**src/rtl/xt_lbus_arbiter_if.sv**
```systemverilog
// Local-bus bundle between the LB masters, the arbiter and the LB slaves.
// The arbiter connects through the slave modport; masters and slave models use master.
interface xt_lbus_arbiter_if #(
   parameter int NUM_MASTER = 2
);
   localparam int NUM_SLAVE = 4;

   typedef struct packed {
      logic [5:0]  offset;
      logic [1:0]  write_width;
      logic [31:0] wdata;
   } lb_slave_t;

   logic [NUM_MASTER-1:0]        m_req;
   logic [NUM_MASTER-1:0]        m_we;
   logic [NUM_MASTER-1:0][7:0]   m_addr;
   logic [NUM_MASTER-1:0][1:0]   m_write_width;
   logic [NUM_MASTER-1:0][31:0]  m_wdata;
   logic [NUM_MASTER-1:0]        m_ready;
   logic [31:0]                  m_rdata;
   lb_slave_t                    lb_slave;
   logic [NUM_SLAVE-1:0]         s_re;
   logic [NUM_SLAVE-1:0]         s_we;
   logic [NUM_SLAVE-1:0][31:0]   s_rdata;

   modport slave (
      input  m_req, m_we, m_addr, m_write_width, m_wdata, s_rdata,
      output m_ready, m_rdata, lb_slave, s_re, s_we
   );

   modport master (
      output m_req, m_we, m_addr, m_write_width, m_wdata, s_rdata,
      input  m_ready, m_rdata, lb_slave, s_re, s_we
   );
endinterface

```
**src/rtl/xt_lbus_arbiter.sv**
```systemverilog
// Round-robin local-bus arbiter: grants one master per access, strobes the addressed
// slave for one cycle, then returns a one-cycle ready with read data.
//
// state  | meaning
// IDLE   | arbitrate pending requests, capture the winner's access
// ACCESS | one-cycle s_re/s_we strobe to the decoded slave
// RESP   | one-cycle m_ready to the winner, read data on m_rdata
module xt_lbus_arbiter #(
   parameter int NUM_MASTER = 2
) (
   input  logic              clk,
   input  logic              rst_n,
   xt_lbus_arbiter_if.slave  bus
);
   localparam int GW = (NUM_MASTER > 1) ? $clog2(NUM_MASTER) : 1;

   typedef logic [GW-1:0] grant_t;
   typedef enum logic [1:0] {IDLE, ACCESS, RESP} state_t;

   localparam logic [NUM_MASTER-1:0] ONE_M = 1;

   state_t      state;
   grant_t      grant;
   grant_t      last_grant;
   grant_t      next_grant;
   grant_t      cand;
   logic        req_any;
   logic [1:0]  id;
   logic        we;
   logic [31:0] rdata_hold;

   // Scan from farthest to nearest after last_grant so the nearest requester wins.
   always_comb begin
      req_any    = 1'b0;
      next_grant = '0;
      cand       = '0;
      for (int i = NUM_MASTER; i >= 1; i--) begin
         cand = grant_t'((int'(last_grant) + i) % NUM_MASTER);
         if (bus.m_req[cand]) begin
            req_any    = 1'b1;
            next_grant = cand;
         end
      end
   end

   // Read data is only valid from the slave during RESP, so it is forwarded
   // combinationally then and held afterwards.
   always_comb begin
      if (state == RESP) bus.m_rdata = we ? 32'h0 : bus.s_rdata[id];
      else               bus.m_rdata = rdata_hold;
   end

   always_ff @(posedge clk or negedge rst_n) begin
      if (!rst_n) begin
         state        <= IDLE;
         grant        <= '0;
         last_grant   <= grant_t'(NUM_MASTER - 1);
         id           <= '0;
         we           <= 1'b0;
         rdata_hold   <= '0;
         bus.lb_slave <= '0;
         bus.s_re     <= '0;
         bus.s_we     <= '0;
         bus.m_ready  <= '0;
      end else begin
         case (state)
            IDLE: begin
               if (req_any) begin
                  grant                    <= next_grant;
                  id                       <= bus.m_addr[next_grant][7:6];
                  we                       <= bus.m_we[next_grant];
                  bus.lb_slave.offset      <= bus.m_addr[next_grant][5:0];
                  bus.lb_slave.write_width <= bus.m_write_width[next_grant];
                  bus.lb_slave.wdata       <= bus.m_wdata[next_grant];
                  bus.s_we <= bus.m_we[next_grant] ? (4'b0001 << bus.m_addr[next_grant][7:6]) : 4'b0000;
                  bus.s_re <= bus.m_we[next_grant] ? 4'b0000 : (4'b0001 << bus.m_addr[next_grant][7:6]);
                  state    <= ACCESS;
               end
            end
            ACCESS: begin
               bus.s_re    <= '0;
               bus.s_we    <= '0;
               bus.m_ready <= ONE_M << grant;
               state       <= RESP;
            end
            RESP: begin
               bus.m_ready <= '0;
               last_grant  <= grant;
               rdata_hold  <= bus.m_rdata;
               state       <= IDLE;
            end
            default: begin
               bus.s_re    <= '0;
               bus.s_we    <= '0;
               bus.m_ready <= '0;
               state       <= IDLE;
            end
         endcase
      end
   end
endmodule

```
**src/flat_wrapper.sv**
```systemverilog
// flat-port wrapper written by rule: the top's interface ports become plain ports
module xt_lbus_arbiter_flat 
#(
   parameter int NUM_MASTER = 2
)
  (clk, rst_n, bus_m_req, bus_m_we, bus_m_addr, bus_m_write_width, bus_m_wdata, bus_s_rdata, bus_m_ready, bus_m_rdata, bus_lb_slave, bus_s_re, bus_s_we);
  xt_lbus_arbiter_if #(.NUM_MASTER(NUM_MASTER)) bus_i ();
  input  logic clk;
  input  logic rst_n;
  input wire logic [$bits(bus_i.m_req)-1:0] bus_m_req;
  input wire logic [$bits(bus_i.m_we)-1:0] bus_m_we;
  input wire logic [$bits(bus_i.m_addr)-1:0] bus_m_addr;
  input wire logic [$bits(bus_i.m_write_width)-1:0] bus_m_write_width;
  input wire logic [$bits(bus_i.m_wdata)-1:0] bus_m_wdata;
  input wire logic [$bits(bus_i.s_rdata)-1:0] bus_s_rdata;
  output wire logic [$bits(bus_i.m_ready)-1:0] bus_m_ready;
  output wire logic [$bits(bus_i.m_rdata)-1:0] bus_m_rdata;
  output wire logic [$bits(bus_i.lb_slave)-1:0] bus_lb_slave;
  output wire logic [$bits(bus_i.s_re)-1:0] bus_s_re;
  output wire logic [$bits(bus_i.s_we)-1:0] bus_s_we;
  assign bus_i.m_req = bus_m_req;
  assign bus_i.m_we = bus_m_we;
  assign bus_i.m_addr = bus_m_addr;
  assign bus_i.m_write_width = bus_m_write_width;
  assign bus_i.m_wdata = bus_m_wdata;
  assign bus_i.s_rdata = bus_s_rdata;
  assign bus_m_ready = bus_i.m_ready;
  assign bus_m_rdata = bus_i.m_rdata;
  assign bus_lb_slave = bus_i.lb_slave;
  assign bus_s_re = bus_i.s_re;
  assign bus_s_we = bus_i.s_we;
  xt_lbus_arbiter #(.NUM_MASTER(NUM_MASTER)) u_core (.clk(clk), .rst_n(rst_n), .bus(bus_i));
endmodule
```
**config.mk**
```make
export PLATFORM = sky130hd
export DESIGN_NAME = xt_lbus_arbiter_flat
export DESIGN_NICKNAME = d
export VERILOG_FILES = /design/src/rtl/xt_lbus_arbiter_if.sv /design/src/rtl/xt_lbus_arbiter.sv /design/src/flat_wrapper.sv
export SDC_FILE = /design/constraint.sdc
export NUM_CORES = 1
export LEC_CHECK = 0
export ABC_AREA = 1
export CORE_UTILIZATION = 35
export CTS_CLUSTER_DIAMETER = 100
export DETAILED_ROUTE_END_ITERATION = 10
export PLACE_DENSITY_LB_ADDON = 0.12
export SETUP_SLACK_MARGIN = 0.1
export SYNTH_ARGS = -nofsm -noshare
export SYNTH_HDL_FRONTEND = slang
export SYNTH_SLANG_ARGS = --single-unit
```
**constraint.sdc**
```tcl
create_clock -name clk -period 1.2 [get_ports clk]
set_input_delay 0.24 -clock clk [delete_from_list [all_inputs] [get_ports clk]]
set_output_delay 0.24 -clock clk [all_outputs]
set_load 0.01 [all_outputs]
```
# == Word level (Yosys, flattened, before mapping) ==
# Index checks and enable logic that the tools add are counted.
# classes
eq_ne,3
add_sub_neg,2
bitwise,1
n_shift,2
muxes,29
n_lt_le_gt_ge,4
reduce_logical,3
# ops
op,count
two-way mux 32 bit,5
binary-select mux 32 bit (select 2 bit),1
two-way mux 4 bit,4
two-way mux 8 bit,2
one-hot mux 4 bit (2 select lines),2
two-way mux 1 bit,10
one-hot mux 2 bit (2 select lines),2
"< comparator 1 x 2 -> 1 bit, second input constant",3
two-way mux 2 bit,3
AND reduction 2 bit,2
"<< shifter 1 x 2 -> 4 bit, first input constant",1
"< comparator 2 x 3 -> 1 bit, second input constant",1
"adder 1 bit, second input constant",2
"equality test 2 x 1 -> 1 bit, second input constant",1
"equality test 2 bit, second input constant",1
logical NOT 2 bit,1
"inequality test 2 x 1 -> 1 bit, second input constant",1
"<< shifter 1 x 1 -> 2 bit, first input constant",1
NOT 1 bit,1
# totals
ff_bits,89

# == Logic depth before layout (Yosys ltp) ==
# Gate-level depths: netlist of run 1.
# logic_depth
word_depth,11
mapped_depth,8

# == Least setup slack after synthesis of run 1 ==
# Ideal clock, no wire load.
# synth_timing
path_type,reg-to-output
start,register u_core.id[0]
end,output bus_m_rdata[11]
slack_ns,-0.114
stages_incl_launch_ff,7
required_ns,0.960
arrival_time_ns,1.074
n_path_buf,1
path_cell_list,dfrtp_1 -> inv_2 -> clkbuf_1 -> nand2_1 -> nand3_1 -> nand3_1 -> nand2_1
# synth_via
elab_chain_len,4
# synth_rtl
element,line,rtl
from (decl),xt_lbus_arbiter.sv:28,logic [1:0] id;
from (signal assigned),xt_lbus_arbiter.sv:70,id <= bus.m_addr[next_grant][7:6];
binary-select mux 32 bit (select 2 bit),xt_lbus_arbiter.sv:49,if (state == RESP) bus.m_rdata = we ? 32'h0 : bus.s_rdata[id];
two-way mux 32 bit (implied by the code),xt_lbus_arbiter.sv:49,
two-way mux 32 bit (2 in a row),xt_lbus_arbiter.sv:49,
to (decl),flat_wrapper.sv:17,output wire logic [$bits(bus_i.m_rdata)-1:0] bus_m_rdata;
# Every way passes these cells. The select of a mux whose other input is x is not followed.

# == Final worst setup path of run 1 ==
# layout_timing
start,register u_core.state[0]
end,output bus_m_rdata[12]
# layout_via
elab_chain_len,2
# layout_rtl
element,line,rtl
from (decl),xt_lbus_arbiter.sv:22,state_t state;
from (signal assigned),xt_lbus_arbiter.sv:55,state <= IDLE;
from (signal assigned),xt_lbus_arbiter.sv:77,state <= ACCESS;
from (signal assigned),xt_lbus_arbiter.sv:84,state <= RESP;
equality test 2 bit,xt_lbus_arbiter.sv:49,
two-way mux 32 bit,xt_lbus_arbiter.sv:49,
# Every way passes these cells.

==> results of run 1 <==
## critical path: stages (launching register included)
cell and delay [ns]:
sky130_fd_sc_hd__dfrtp_1 0.38, sky130_fd_sc_hd__inv_2 0.08, sky130_fd_sc_hd__nand2_4 0.06, sky130_fd_sc_hd__nor2_4 0.13, sky130_fd_sc_hd__buf_6 0.12, sky130_fd_sc_hd__buf_6 0.13
sky130_fd_sc_hd__buf_16 0.14, sky130_fd_sc_hd__nand3_4 0.09, sky130_fd_sc_hd__nand2_4 0.09, sky130_fd_sc_hd__buf_6 0.10
## state kept, by name, indices dropped and copies added (netlist names)
name	cells
u_core.bus.s_re	4
u_core.bus.s_we	4
u_core.state	2
u_core.last_grant	1
u_core.we	1
u_core.bus.lb_slave	40
u_core.rdata_hold	32
u_core.bus.m_ready	2
u_core.id	2
u_core.grant	1
## power groups by stage
stage	logic (µW)	clock network [µW]	registers, µW
floorplan	5570	0	5150
global placement	11100	0	4840
detailed placement	11200	0	4860
CTS	15100	3190	4910
global route	18300	3380	5100
finish	17200	3180	5000
## metrics by stage
| step | setup TNS, ns | utilization [%] |
|---|---|---|
| floorplan | -2.87 | - |
| global placement | -37.53 | 61.0 |
| detailed placement | -39.74 | 61.0 |
| CTS | -36.33 | 74.1 |
| global route | -49.04 | 79.6 |
| finish | -41.14 | 79.6 |
## layout make-up
class	instances	area share, %
inverter	13	0.605
clock inverter	6	0.778
clock buffer	10	2.06
tap	184	1.99
antenna	1	0.0216
multi-input combinational	633	32.0
timing repair buffer	455	43.2
sequential	89	19.3
## cells in the mapped netlist
cell	count
sky130_fd_sc_hd__nand3_1	142
sky130_fd_sc_hd__nand4_1	1
sky130_fd_sc_hd__clkbuf_1	7
sky130_fd_sc_hd__buf_6	6
sky130_fd_sc_hd__nand2_2	13
sky130_fd_sc_hd__inv_2	2
sky130_fd_sc_hd__dfstp_2	1
sky130_fd_sc_hd__buf_12	1
sky130_fd_sc_hd__o21ai_0	6
sky130_fd_sc_hd__buf_2	32
sky130_fd_sc_hd__or2_2	1
sky130_fd_sc_hd__nand3b_1	1
sky130_fd_sc_hd__inv_1	11
sky130_fd_sc_hd__dfrtp_1	88
sky130_fd_sc_hd__nor2_2	2
sky130_fd_sc_hd__nor2_4	2
sky130_fd_sc_hd__buf_4	3
sky130_fd_sc_hd__nand2_1	459
sky130_fd_sc_hd__nor2_1	6
sky130_fd_sc_hd__buf_1	1
## per-layer routing
metal	share of wire, %	track usage (%)
met5	0	0
met4	3.7	11.8
met3	8.2	7.14
met2	52	51.5
met1	36	30.7
## cells by family (layout without fill, tap and decap cells)
kind of cell,Yosys count,after routing,synth area share (%)
AND/OR/NAND/NOR,627,627,49.9
flip-flops,89,89,42.9
buffers and inverters,63,484,6.71
AO/OA/AOI/OAI,6,6,0.578
other,0,1,0
## what timing repair did
action | in CTS | in global routing
hold buffers | 1 | 0
pin swaps | 88 | 110
gates cloned | 20 | 2
resized for setup | 573 | 153
setup buffers | 50 | 29
endpoints found under the setup margin | 167 | 169
hold endpoints to repair | 88 | 0
## how the worst max path moves through the flow
stage                     slack (ns)         endpoint  depth (start not counted)                        start
after floorplan                -0.06  bus_m_rdata[11]                          6  u_core.state[0]$_DFFE_PN0P_
after global placement         -0.67  bus_m_rdata[20]                          6             bus_s_rdata[116]
after CTS                      -0.71  bus_m_rdata[12]                          9  u_core.state[0]$_DFFE_PN0P_
final                          -0.71  bus_m_rdata[12]                          9  u_core.state[0]$_DFFE_PN0P_
after detailed placement       -0.69  bus_m_rdata[12]                          7  u_core.state[0]$_DFFE_PN0P_
after global routing           -0.79  bus_m_rdata[30]                          9  u_core.state[0]$_DFFE_PN0P_
## cells in the final DEF (no fill, tap or decap), types with 2 or more instances in the layout
cell,netlist,layout
sky130_fd_sc_hd__nand2_1,459,289
sky130_fd_sc_hd__clkdlybuf4s50_1,0,215
sky130_fd_sc_hd__nand2_2,13,140
sky130_fd_sc_hd__nand3_1,142,98
sky130_fd_sc_hd__dfrtp_1,88,87
sky130_fd_sc_hd__buf_4,3,80
sky130_fd_sc_hd__buf_6,6,80
sky130_fd_sc_hd__nand2_4,0,41
sky130_fd_sc_hd__buf_12,1,27
sky130_fd_sc_hd__buf_2,32,25
sky130_fd_sc_hd__nand3_2,0,22
sky130_fd_sc_hd__nand3_4,0,22
sky130_fd_sc_hd__buf_16,0,20
sky130_fd_sc_hd__clkbuf_16,0,11
sky130_fd_sc_hd__inv_1,11,9
sky130_fd_sc_hd__nor2_4,2,7
sky130_fd_sc_hd__buf_8,0,5
sky130_fd_sc_hd__o21ai_0,6,3
sky130_fd_sc_hd__inv_4,0,2
sky130_fd_sc_hd__nand2_8,0,2
sky130_fd_sc_hd__nor2_1,6,2
sky130_fd_sc_hd__o21ai_2,0,2
sky130_fd_sc_hd__bufinv_16,0,2
==> impl_metrics.prom, run 1 <==
# TYPE chip_impl_metric gauge
chip_impl_info{name="run_status",value="finished with violations"} 1
chip_impl_info{name="failed_checks",value="negative setup slack"} 1
chip_impl_metric{name="syn_to_final_growth",unit="%"} 123
chip_impl_metric{name="tritoncts.num_buffers",unit=""} 9
chip_impl_info{name="cp-end-kind",value="output port"} 1
chip_impl_metric{name="layout_worst_path_cycle_share",unit="%"} 159
chip_impl_metric{name="finalInstanceArea",unit="µm²"} 11600
chip_impl_metric{name="grt_pass1_wl",unit="µm"} 32900
chip_impl_metric{name="grt-ovfl-total",unit=""} 0
chip_impl_metric{name="seqCellArea",unit="µm²"} 2230
chip_impl_metric{name="mappedNetlistArea",unit="µm²"} 5200
chip_impl_metric{name="report.final.slew_viol_count",unit=""} 0
chip_impl_metric{name="cap_viol_max_count",unit=""} 0
chip_impl_metric{name="worst_ir_drop_vdd",unit="mV"} 1.24
chip_impl_info{name="synth.largest_area_cell",value="sky130_fd_sc_hd__dfrtp_1"} 1
chip_impl_metric{name="synth_sequential_area_ratio",unit="%"} 42.9
chip_impl_metric{name="dpl_cell_area",unit="µm²"} 8870
chip_impl_info{name="worstSetupPathType",value="register to output port"} 1
chip_impl_metric{name="total_power_after_layout",unit="µW"} 25400
chip_impl_metric{name="synth_cell_type_count",unit=""} 20
chip_impl_metric{name="std_cell_rows",unit=""} 44
chip_impl_metric{name="power.combinational.fraction",unit="%"} 67.8
chip_impl_metric{name="numClockSinks",unit=""} 89
chip_impl_metric{name="fin_nets",unit=""} 1419
chip_impl_info{name="critical_path.reg2reg.endpoint",value="u_core.bus.s_re[0]$_DFFE_PN0P_"} 1
chip_impl_metric{name="initialDrtViolationCount",unit=""} 348
chip_impl_metric{name="insertion_delay",unit="ns"} 0.35
chip_impl_metric{name="grt_max_degree",unit=""} 57
chip_impl_info{name="yosys-top-cells-area",value="sky130_fd_sc_hd__dfrtp_1 (42%), sky130_fd_sc_hd__nand2_1 (33%), sky130_fd_sc_hd__nand3_1 (14%), sky130_fd_sc_hd__buf_2 (3.1%), sky130_fd_sc_hd__nand2_2 (1.6%)"} 1
chip_impl_metric{name="clk_pin_slew_worst_paths",unit="ns"} 0.07
chip_impl_metric{name="clock_skew",unit="ns"} 0.00866
chip_impl_metric{name="dp_slack",unit="ns"} -0.693
chip_impl_metric{name="tightestPinTransition",unit="ns"} 0.424
chip_impl_metric{name="chipWidth",unit="µm"} 124
chip_impl_metric{name="ys_ff_latch",unit=""} 89
chip_impl_metric{name="worst_slew_margin_rel",unit="%"} 71.7
chip_impl_metric{name="synthesis.nets",unit=""} 1003
chip_impl_metric{name="critical_path_required",unit="ns"} 0.96
chip_impl_metric{name="power_frac_seq",unit="%"} 19.7
chip_impl_info{name="tritoncts_clock_tree",value="yes"} 1
chip_impl_metric{name="synthesis.area_per_instance",unit="µm²"} 6.62
chip_impl_metric{name="post_route_cells_drive_above_1_share",unit="%"} 41.4
chip_impl_metric{name="routed-via-count",unit=""} 7016
chip_impl_metric{name="number_of_antenna_violations_at_the_first_check_in_global_routing",unit=""} 1
chip_impl_metric{name="drc_markers",unit=""} 0
chip_impl_metric{name="placement.io_buffers",unit=""} 299
chip_impl_metric{name="firstDrtPassIters",unit=""} 5
chip_impl_metric{name="fill_cells",unit=""} 931
chip_impl_metric{name="timing_hold_violations_final",unit=""} 0
chip_impl_info{name="rsz_0062_raised_after_global_routing",value="yes"} 1
chip_impl_metric{name="power.static_leakage",unit="µW"} 0.00575
chip_impl_metric{name="grt_usage",unit="%"} 28.1
chip_impl_metric{name="setup_ws",unit="ns"} -0.708
chip_impl_metric{name="setup_violating_endpoint_count_in_the_final_report",unit=""} 115
chip_impl_metric{name="critical_path_fanouts_max",unit=""} 5
chip_impl_metric{name="final_antenna_net_count",unit=""} 0
chip_impl_metric{name="yosys_warnings",unit=""} 0
chip_impl_metric{name="cell_internal_pwr",unit="µW"} 14900
chip_impl_metric{name="netSwitchingPower",unit="µW"} 10500
chip_impl_metric{name="period_minus_slack",unit="ns"} 1.91
chip_impl_metric{name="detail_route.vias_per_cell",unit=""} 5.04
chip_impl_metric{name="worst-endpoint-arrival",unit="ns"} 1.67
chip_impl_metric{name="clock_power_share",unit="%"} 12.5
chip_impl_metric{name="r2r_setup_slack",unit="ns"} -0.37
chip_impl_metric{name="detail_route.wirelength",unit="µm"} 24500
chip_impl_metric{name="synth_cells",unit=""} 785
chip_impl_metric{name="core-area",unit="µm²"} 14500
chip_impl_metric{name="htreeDepth",unit=""} 3
chip_impl_info{name="worstHoldPathType",value="input pin to async pin"} 1
chip_impl_metric{name="first_global_vias",unit=""} 6493
chip_impl_metric{name="cellPowerDensity",unit="nW/µm²"} 2190
chip_impl_metric{name="start_util",unit="%"} 35.8
chip_impl_metric{name="die-area",unit="µm²"} 15300
chip_impl_info{name="critical_path.reg2reg.startpoint",value="u_core.last_grant$_DFFE_PN1N_"} 1
chip_impl_metric{name="synth_largest_type_area_fraction",unit="%"} 42.3
chip_impl_metric{name="worst-r2r-cell-count",unit=""} 10
chip_impl_metric{name="place_hpwl",unit="µm"} 13300
chip_impl_metric{name="cts.path.max_buffers",unit=""} 2
chip_impl_metric{name="place_inst",unit=""} 1281
chip_impl_metric{name="maximum_achievable_frequency",unit="MHz"} 524
chip_impl_metric{name="multiInputGateArea",unit="µm²"} 3710
chip_impl_info{name="clock-root-buffer",value="sky130_fd_sc_hd__clkbuf_16"} 1
chip_impl_metric{name="globalplace.congestion",unit=""} 0.781
chip_impl_metric{name="post_layout_nonfiller_instances",unit=""} 1391
chip_impl_metric{name="design.portCount",unit=""} 300
chip_impl_metric{name="die_y_extent",unit="µm"} 124
chip_impl_metric{name="worst_hold_slack",unit="ns"} 0.232
chip_impl_metric{name="wire_per_inst",unit="µm"} 17.6
chip_impl_info{name="timing.critical_path.from_type",value="register"} 1
chip_impl_metric{name="switching_share",unit="%"} 41.3
No activity file was read; power rests on OpenSTA's default activity.
==> run 2, diff against run 1 <==
CAP_MARGIN = 10   (was default)
==> results of run 2 <==
Same layout as run 1: the final DEF is identical, and so are final timing and power.
